--- src/rtl/bcd_display_scanner_if.sv ---
// Display-side bundle for bcd_display_scanner: BCD digit input, enables and
// the multiplexed 7-segment pin drive.
interface bcd_display_scanner_if;
  logic [15:0] digits;
  logic        enablen;
  logic        blink;
  logic [6:0]  seg;
  logic        dp;
  logic [3:0]  digit_sel;

  modport master (
    output digits, enablen, blink,
    input  seg, dp, digit_sel
  );

  modport slave (
    input  digits, enablen, blink,
    output seg, dp, digit_sel
  );
endinterface

--- src/rtl/bcd_display_scanner.sv ---
// Time-multiplexed 4-digit common-anode 7-segment driver for the MM:SS timer,
// with frame-coherent digit capture, leading-zero blanking, colon and blink.
module bcd_display_scanner #(
  parameter int unsigned SCAN_DIV     = 50000,
  parameter int unsigned BLINK_FRAMES = 60
) (
  input  logic                  clock,
  input  logic                  clearn,
  bcd_display_scanner_if.slave  bus
);

  localparam int unsigned PW = (SCAN_DIV > 1) ? $clog2(SCAN_DIV) : 1;
  localparam int unsigned BW = (BLINK_FRAMES > 1) ? $clog2(BLINK_FRAMES) : 1;
  localparam logic [PW-1:0] PRESC_MAX = PW'(SCAN_DIV - 1);
  localparam logic [BW-1:0] BCNT_MAX  = BW'(BLINK_FRAMES - 1);

  typedef enum logic {
    PH_VISIBLE = 1'b0,
    PH_HIDDEN  = 1'b1
  } phase_t;

  logic [PW-1:0] r_presc, w_presc;
  logic [1:0]    r_idx,   w_idx;
  logic [15:0]   r_lat,   w_lat;
  logic [BW-1:0] r_bcnt,  w_bcnt;
  phase_t        r_phase, w_phase;
  logic [6:0]    r_seg,   w_seg;
  logic          r_dp,    w_dp;
  logic [3:0]    r_sel,   w_sel;

  logic          w_tc;
  logic          w_frame;
  logic          w_blank;
  logic          w_lzb;
  logic [3:0]    w_nib;

  function automatic logic [6:0] seg_of(input logic [3:0] d);
    case (d)
      4'd0:    seg_of = 7'b0111111;
      4'd1:    seg_of = 7'b0000110;
      4'd2:    seg_of = 7'b1011011;
      4'd3:    seg_of = 7'b1001111;
      4'd4:    seg_of = 7'b1100110;
      4'd5:    seg_of = 7'b1101101;
      4'd6:    seg_of = 7'b1111101;
      4'd7:    seg_of = 7'b0000111;
      4'd8:    seg_of = 7'b1111111;
      4'd9:    seg_of = 7'b1101111;
      default: seg_of = 7'b1000000;
    endcase
  endfunction

  assign w_tc    = (r_presc == PRESC_MAX);
  assign w_frame = w_tc && (r_idx == 2'd3);

  always_ff @(posedge clock or negedge clearn) begin
    if (!clearn) begin
      r_presc <= '0;
      r_idx   <= '0;
      r_lat   <= '0;
      r_bcnt  <= '0;
      r_phase <= PH_VISIBLE;
      r_seg   <= '0;
      r_dp    <= 1'b0;
      r_sel   <= '1;
    end else begin
      r_presc <= w_presc;
      r_idx   <= w_idx;
      r_lat   <= w_lat;
      r_bcnt  <= w_bcnt;
      r_phase <= w_phase;
      r_seg   <= w_seg;
      r_dp    <= w_dp;
      r_sel   <= w_sel;
    end
  end

  // Scan state: prescaler, digit index, frame latch and blink phase.
  always_comb begin
    w_presc = r_presc + 1'b1;
    w_idx   = r_idx;
    w_lat   = r_lat;
    w_bcnt  = r_bcnt;
    w_phase = r_phase;
    if (w_tc) begin
      w_presc = '0;
      w_idx   = r_idx + 2'd1;
    end
    if (w_frame) w_lat = bus.digits;
    if (!bus.blink) begin
      w_bcnt  = '0;
      w_phase = PH_VISIBLE;
    end else if (w_frame) begin
      if (r_bcnt == BCNT_MAX) begin
        w_bcnt  = '0;
        w_phase = (r_phase == PH_VISIBLE) ? PH_HIDDEN : PH_VISIBLE;
      end else begin
        w_bcnt = r_bcnt + 1'b1;
      end
    end
  end

  // Output drive uses the raw blink input so dropping blink is seen next clock.
  always_comb begin
    case (r_idx)
      2'd0:    w_nib = r_lat[3:0];
      2'd1:    w_nib = r_lat[7:4];
      2'd2:    w_nib = r_lat[11:8];
      default: w_nib = r_lat[15:12];
    endcase
    w_blank = bus.enablen || (bus.blink && (r_phase == PH_HIDDEN));
    w_lzb   = (r_idx == 2'd3) && (r_lat[15:12] == 4'd0);
    w_seg   = (w_blank || w_lzb) ? '0 : seg_of(w_nib);
    w_sel   = (w_blank || w_lzb) ? '1 : ~(4'b0001 << r_idx);
    w_dp    = !w_blank && (r_idx == 2'd2);
  end

  assign bus.seg       = r_seg;
  assign bus.dp        = r_dp;
  assign bus.digit_sel = r_sel;

endmodule

--- src/flat_wrapper.sv ---
// flat-port wrapper written by rule: the top's interface ports become plain ports
module bcd_display_scanner_flat 
#(
  parameter int unsigned SCAN_DIV     = 50000,
  parameter int unsigned BLINK_FRAMES = 60
)
  (clock, clearn, bus_digits, bus_enablen, bus_blink, bus_seg, bus_dp, bus_digit_sel);
  bcd_display_scanner_if bus_i ();
  input  logic clock;
  input  logic clearn;
  input wire logic [$bits(bus_i.digits)-1:0] bus_digits;
  input wire logic [$bits(bus_i.enablen)-1:0] bus_enablen;
  input wire logic [$bits(bus_i.blink)-1:0] bus_blink;
  output wire logic [$bits(bus_i.seg)-1:0] bus_seg;
  output wire logic [$bits(bus_i.dp)-1:0] bus_dp;
  output wire logic [$bits(bus_i.digit_sel)-1:0] bus_digit_sel;
  assign bus_i.digits = bus_digits;
  assign bus_i.enablen = bus_enablen;
  assign bus_i.blink = bus_blink;
  assign bus_seg = bus_i.seg;
  assign bus_dp = bus_i.dp;
  assign bus_digit_sel = bus_i.digit_sel;
  bcd_display_scanner #(.SCAN_DIV(SCAN_DIV), .BLINK_FRAMES(BLINK_FRAMES)) u_core (.clock(clock), .clearn(clearn), .bus(bus_i));
endmodule
--- config.mk ---
export PLATFORM = sky130hd
export DESIGN_NAME = bcd_display_scanner_flat
export DESIGN_NICKNAME = d
export VERILOG_FILES = /design/src/rtl/bcd_display_scanner_if.sv /design/src/rtl/bcd_display_scanner.sv /design/src/flat_wrapper.sv
export SDC_FILE = /design/constraint.sdc
export NUM_CORES = 1
export LEC_CHECK = 0
export BUFFER_PORTS_ARGS = -buffer_cell sky130_fd_sc_hd__buf_2
export CAP_MARGIN = 10
export CORE_ASPECT_RATIO = 1.4
export CORE_UTILIZATION = 42
export DETAILED_ROUTE_END_ITERATION = 7
export GPL_ROUTABILITY_DRIVEN = 0
export HOLD_SLACK_MARGIN = 0.15
export PLACE_DENSITY = 0.62
export SKIP_LAST_GASP = 1
export SYNTH_ARGS = -nofsm -noshare
export SYNTH_HDL_FRONTEND = slang
export SYNTH_SLANG_ARGS = --single-unit
--- constraint.sdc ---
create_clock -name clock -period 1.93 [get_ports clock]
set_input_delay 0.0965 -clock clock [delete_from_list [all_inputs] [get_ports clock]]
set_output_delay 0.0965 -clock clock [all_outputs]
set_load 0.01 [all_outputs]
# After elaboration in Yosys (flattened, before gate mapping)

Memories as Yosys holds them, arrays and structs flattened.
Cells that the tools add are included.

Memories kept: 1
Bits in read-only memories: 112
Flip-flop bits (word level): 53
Output and inout bits: 12
Logic and storage cells: 42
Bits in latches: 0
Input port bits: 20
Bits in writable memories: 0

Equal/unequal tests: 7
Divide/modulo/power cells: 0
$mul: 0
Reductions and logical operators: 10
Shifts and indexed selects: 1
Add/sub/neg operators: 3
Order comparisons: 0
Multiplexer cells: 11
Bitwise logic cells: 1

Memory list:

| name            | words | bits a word | rd ports | clocked after memory_dff | wr ports | line                      | text |
|---|---|---|---|---|---|---|---|
| (no name shown) | 16    | 7           | 1        | 0                        | 0        | bcd_display_scanner.sv:38 | `case (d)` |

Operators by type and width:

| kind                  | number |
|---|---|
| $mux 6                | 3 |
| $add 16x1->16 const B | 1 |
| $eq 16x16->1 const B  | 1 |
| $mux 16               | 1 |
| $pmux 4 s3            | 1 |
| $mux 7                | 1 |
| $add 6x1->6 const B   | 1 |
| $eq 6x6->1 const B    | 1 |
| $eq 2x2->1 const B    | 2 |
| $logic_and 1x1->1     | 4 |
| $logic_not 4->1       | 1 |
| $mux 1                | 4 |
| $mux 4                | 1 |
| $ne 2x1->1 const B    | 2 |
| $not 4->4             | 1 |
| $shl 1x2->4 const A   | 1 |
| $add 2x1->2 const B   | 1 |
| $eq 2x1->1 const B    | 1 |
| $logic_not 2->1       | 1 |
| $logic_or 1x1->1      | 2 |
| $reduce_and 2->1      | 1 |
| $logic_not 1->1       | 1 |

# Depth between registers and ports, before layout

Depth after elaboration: 4
Depth in mapped cells: 9
Gate-level depth less buffers: 9

# Worst setup path before layout

OpenSTA, ideal clock, no wires.

Path kind: reg2reg
Start: reg u_core.r_idx[0]
End: reg u_core.r_seg[4] (netlist: u_core.bus.seg[4])
Period minus slack after synthesis: 2.055 ns
Buffers on the path: 1
Cell stages (with the launch flop): 10
Data required time: 1.790 ns
Path slack: -0.125 ns
Setup time: 0.140 ns
Data arrival time: 1.915 ns
Cells stage by stage: dfrtp_1 -> ha_1 -> clkbuf_1 -> a21oi_1 -> a21boi_0 -> inv_1 -> ha_1 -> a211oi_1 -> a211o_1 -> a21oi_1

Longest elaborated chain between the ends: 4
Elaborated cells between the ends (all ways): 9
Those cells by class: eq/ne: 3; mux: 2; reduce/logical: 3; memory: 1

RTL lines:

| item                                             | line                                                   | text |
|---|---|---|
| start, declared                                  | bcd_display_scanner.sv:23                              | `logic [1:0] r_idx, w_idx;` |
| start signal, assigned                           | bcd_display_scanner.sv:68                              | `r_idx <= w_idx;` |
| $eq 2x2->1 (tied with other cells)               | bcd_display_scanner.sv:105                             | `case (r_idx)` |
| $pmux 4 s3 or $logic_and 1x1->1 (tied branches)  | bcd_display_scanner.sv:105, bcd_display_scanner.sv:112 |  |
| $mem_v2 16x7 or $logic_or 1x1->1 (tied branches) | n/a                                                    |  |
| $mux 7 *                                         | bcd_display_scanner.sv:113                             | `w_seg = (w_blank \|\| w_lzb) ? '0 : seg_of(w_nib);` |
| via u_core.w_seg[4]                              | bcd_display_scanner.sv:27                              | `logic [6:0] r_seg, w_seg;` |
| end signal, assigned                             | bcd_display_scanner.sv:72                              | `r_seg <= w_seg;` |
| end, declared                                    | bcd_display_scanner.sv:27                              |  |

The timed path passes the listed nets; every way through them passes the cells marked *.
A chain may end at the register's enable or synchronous reset.

# Worst setup path in the final report

Start: reg u_core.r_idx[1]
End: reg u_core.r_seg[6] (netlist: u_core.bus.seg[6])

Same word-level chain as after synthesis.

==> reports/summary.json <==
{
  "logic_synthesis": {
    "post_synthesis_cell_area_mm2": 0.00255,
    "flip_flop_and_latch_count_after_synthesis": 53,
    "ys_async_sr_fraction_pct": 100,
    "register_area_share_after_synthesis_pct": 52.2,
    "number_of_nets_produced_by_synthesis": 256,
    "post_synth_inst_count": 226,
    "postSynthAreaPerCell_um2": 11.3,
    "post_synth_num_cell_types": 48,
    "synth_enable_flop_cells": 0,
    "synth_top_flop_cell": "sky130_fd_sc_hd__dfrtp_1",
    "yosys_warnings": 0
  },
  "timing": {
    "holdWs_ns": 0.294,
    "setup_viol": 7,
    "number_of_endpoints_with_negative_hold_slack_in_the_final_report": 0,
    "layout_min_cycle_time_ns": 2.14,
    "grt_setup_unrepaired": "true",
    "final_max_slew_viol_count": 0,
    "worst_slew_pin_slew_ns": 0.591,
    "finalSetupTns_ns": -0.884,
    "max-slew-margin-rel_pct": 60.3,
    "min_period_over_period_pct": 111,
    "timing.fmax_mhz": 468,
    "fin_skew_ns": 0.00845,
    "final.setup.worst_slack_ns": -0.205
  },
  "floorplanning": {
    "core-area_mm2": 0.00586,
    "dieArea_mm2": 0.00640,
    "num_rows": 33,
    "die-width_um": 67.9,
    "floorplan.initialDensity_pct": 43.5,
    "floorplan.io_pins": 32,
    "die_h_um": 94.2
  },
  "final_layout": {
    "fin_util_pct": 58.7,
    "area_added_between_synthesis_and_finish_pct": 34.8,
    "multi_input_gate_area_mm2": 0.00126,
    "final_layout_size_suffix_gt1_share_pct": 39.4,
    "layout.nets": 341,
    "antenna_cells_inserted": 0,
    "stdcell_count": 382,
    "ff_latch_area_mm2": 0.00133,
    "fillCellCount": 489
  },
  "status": {
    "violated_checks": "negative setup slack",
    "run_status": "complete, but fails checks"
  },
  "detailed_routing": {
    "route.layer.met1.wl_mm": 2.29,
    "vias_per_cell": 5.19,
    "route.top_layer_used": "met4",
    "met3_length_um": 123,
    "drt-pass1-iter-count": 4,
    "dr_total_vias": 1983,
    "routedWlPerCell_um": 14.4,
    "drt-initial-drc-count": 104,
    "antenna_violating_nets_post_route": 0,
    "detail_route.drc_violations": 0,
    "wirelength_mm": 5.50,
    "dr_wl_met2_mm": 3.01
  },
  "setup_path": {
    "critPathLaunchType": "flop",
    "critPathLaunch": "u_core.r_idx[1]",
    "crit_path_end_kind": "flop",
    "critical_path.max_fanout": 5,
    "path_class": "reg -> reg",
    "worstPathRequired_ns": 2.15,
    "worstPathArrival_ns": 2.35,
    "timing.rr.start": "u_core.r_idx[1]"
  },
  "clocking": {
    "tritoncts": "built",
    "cts_inserted_buffers": 5,
    "number_of_h_tree_branching_levels": 2,
    "clockBufferDepth": 2,
    "clk_transition_reported_paths_ns": 0.09,
    "worst_skew_pair.late_latency_ns": 0.30,
    "cts_root_buf": "sky130_fd_sc_hd__clkbuf_8",
    "tritoncts_num_sinks": 53
  },
  "place": {
    "dpl.hpwl_mm": 3.81,
    "place.port_buffers": 31,
    "dp_cells": 347
  },
  "job": {
    "max_cap_violations": 0
  },
  "grt": {
    "grt_antenna_before_repair": 0,
    "grt_first_pass_wirelength_mm": 9.23,
    "globalRoute.totalOverflow": 0,
    "largest_net_degree_at_the_start_of_global_routing": 26,
    "first_global_vias": 2035,
    "groute.usage.overall_pct": 19.0
  },
  "power": {
    "cellPowerDensity_mw_per_mm2": 530,
    "power.leakage_uw": 0.00156,
    "peakVddDrop_v": 0.000276
  },
  "worst_hold_path": {
    "holdCritPathClass": "in -> async"
  }
}
synthesized netlist by cell type (2+ instances only):
| cell type | n | area, µm² |
|---|---|---|
| sky130_fd_sc_hd__a21oi_1 | 12 | 60.1 |
| sky130_fd_sc_hd__a222oi_1 | 2 | 20.0 |
| sky130_fd_sc_hd__a22oi_1 | 2 | 15.0 |
| sky130_fd_sc_hd__a31o_2 | 2 | 17.5 |
| sky130_fd_sc_hd__a32o_1 | 3 | 30.0 |
| sky130_fd_sc_hd__and3_1 | 2 | 12.5 |
| sky130_fd_sc_hd__and4bb_2 | 2 | 25.0 |
| sky130_fd_sc_hd__buf_2 | 4 | 20.0 |
| sky130_fd_sc_hd__buf_4 | 2 | 15.0 |
| sky130_fd_sc_hd__clkbuf_1 | 2 | 7.51 |
| sky130_fd_sc_hd__dfrtp_1 | 49 | 1230 |
| sky130_fd_sc_hd__dfstp_2 | 4 | 105 |
| sky130_fd_sc_hd__ha_1 | 10 | 125 |
| sky130_fd_sc_hd__inv_1 | 12 | 45.0 |
| sky130_fd_sc_hd__mux2_2 | 16 | 180 |
| sky130_fd_sc_hd__mux2i_1 | 4 | 40.0 |
| sky130_fd_sc_hd__nand2_1 | 14 | 52.6 |
| sky130_fd_sc_hd__nand2b_1 | 3 | 18.8 |
| sky130_fd_sc_hd__nand3_1 | 11 | 55.1 |
| sky130_fd_sc_hd__nand4_1 | 5 | 31.3 |
| sky130_fd_sc_hd__nor2_1 | 10 | 37.5 |
| sky130_fd_sc_hd__nor2b_1 | 2 | 12.5 |
| sky130_fd_sc_hd__nor3_1 | 4 | 20.0 |
| sky130_fd_sc_hd__nor4_1 | 2 | 12.5 |
| sky130_fd_sc_hd__o211ai_1 | 3 | 22.5 |
| sky130_fd_sc_hd__o21ai_0 | 9 | 45.0 |
| sky130_fd_sc_hd__o32ai_1 | 3 | 26.3 |
| sky130_fd_sc_hd__or3_1 | 3 | 18.8 |
| sky130_fd_sc_hd__xnor2_1 | 8 | 70.1 |
| sky130_fd_sc_hd__xor2_1 | 3 | 26.3 |
cell usage in the layout (no fill, tap or decap), types with 9 or more instances in the layout:
cell                            netlist  routed
sky130_fd_sc_hd__a21oi_1             12      11
sky130_fd_sc_hd__buf_2                4      31
sky130_fd_sc_hd__buf_4                2      33
sky130_fd_sc_hd__dfrtp_1             49      48
sky130_fd_sc_hd__dlygate4sd3_1        0      19
sky130_fd_sc_hd__mux2_2              16      15
sky130_fd_sc_hd__nand2_1             14      14
sky130_fd_sc_hd__nand3_1             11      11
sky130_fd_sc_hd__nor2_1              10       9
stage by stage:
stage | worst slack [ns] | power, µW | cell area (µm²)
3_5_place_dp | -0.142 | 1210 | 2980
6_report | -0.205 | 1820 | 3440
2_1_floorplan | 0.00365 | 1160 | 2560
4_1_cts | -0.101 | 1840 | 3290
5_1_grt | -0.240 | 1910 | 3440
3_3_place_gp | -0.0354 | 1210 | 2980
metal layers:
layer / vias to the layer above / track usage (%)
met3: 9 / 3.40
met2: 37 / 33.6
met4: 0 / 5.56
met5: - / 0
met1: 952 / 22.9
li1: 985 / -
what timing repair did:
item	CTS	global route
gates resized for setup	7	25
endpoints found under the setup margin	6	12
hold buffers	19	0
pin swaps	1	3
buffers inserted	3	5
hold endpoints to repair	44	0
sequential cells by signal, summed over array words and instances (netlist names):
register              flops
u_core.r_idx              2
u_core.bus.seg            7
u_core.r_phase            1
u_core.r_presc           16
u_core.bus.digit_sel      4
u_core.r_lat             16
u_core.r_bcnt             6
u_core.bus.dp             1
cells by family (layout without fill, tap and decap cells):
| kind of cell | count (synthesis) | in the layout | synth area share [%] |
|---|---|---|---|
| XOR/XNOR | 11 | 11 | 3.77 |
| AND/OR/NAND/NOR | 66 | 66 | 14.9 |
| buffers and inverters | 20 | 106 | 3.43 |
| adder cells (fa/ha/maj) | 10 | 10 | 4.90 |
| AO/OA/AOI/OAI | 46 | 46 | 12.3 |
| flip-flops | 53 | 53 | 52.2 |
| multiplexers | 20 | 20 | 8.63 |
cell type report:
cell class | instances | area share (%)
Sequential cell | 53 | 38.7
Multi-Input combinational cell | 153 | 36.5
Timing Repair Buffer | 86 | 18.5
Inverter | 12 | 1.38
Clock buffer | 8 | 2.33
Tap cell | 70 | 2.55
path summary, 6_finish.rpt:
kind / slack, ns / depth (start not counted) / end
setup / recovery: -0.21 / 7 / u_core.bus.seg[6]
hold / removal: 0.29 / 2 / u_core.r_lat[4]
setup reg to reg: -0.21 / 7 / u_core.bus.seg[6]
hold reg to reg: 0.50 / 1 / u_core.r_presc[0]
max in group asynchronous: 0.94 / 3 / u_core.bus.digit_sel[3]
min in group clock: 0.50 / 1 / u_core.r_presc[0]
worst max-delay path, stage by stage, from the launching register on:
cell and delay (ns):
sky130_fd_sc_hd__dfrtp_1 0.41, sky130_fd_sc_hd__inv_2 0.09, sky130_fd_sc_hd__ha_4 0.17, sky130_fd_sc_hd__a222oi_1 0.50
sky130_fd_sc_hd__mux2i_4 0.19, sky130_fd_sc_hd__ha_1 0.26, sky130_fd_sc_hd__mux2_2 0.27, sky130_fd_sc_hd__a21oi_1 0.17
report_power, final:
| part | leakage (µW) | total [µW] | internal (µW) | switching [µW] |
|---|---|---|---|---|
| Sequential | 0.000686 | 1120 | 1120 | 1.39 |
| Clock | 0.0000395 | 602 | 259 | 343 |
| Combinational | 0.000839 | 103 | 51.9 | 51.3 |
(Power assumes the default switching activity.)
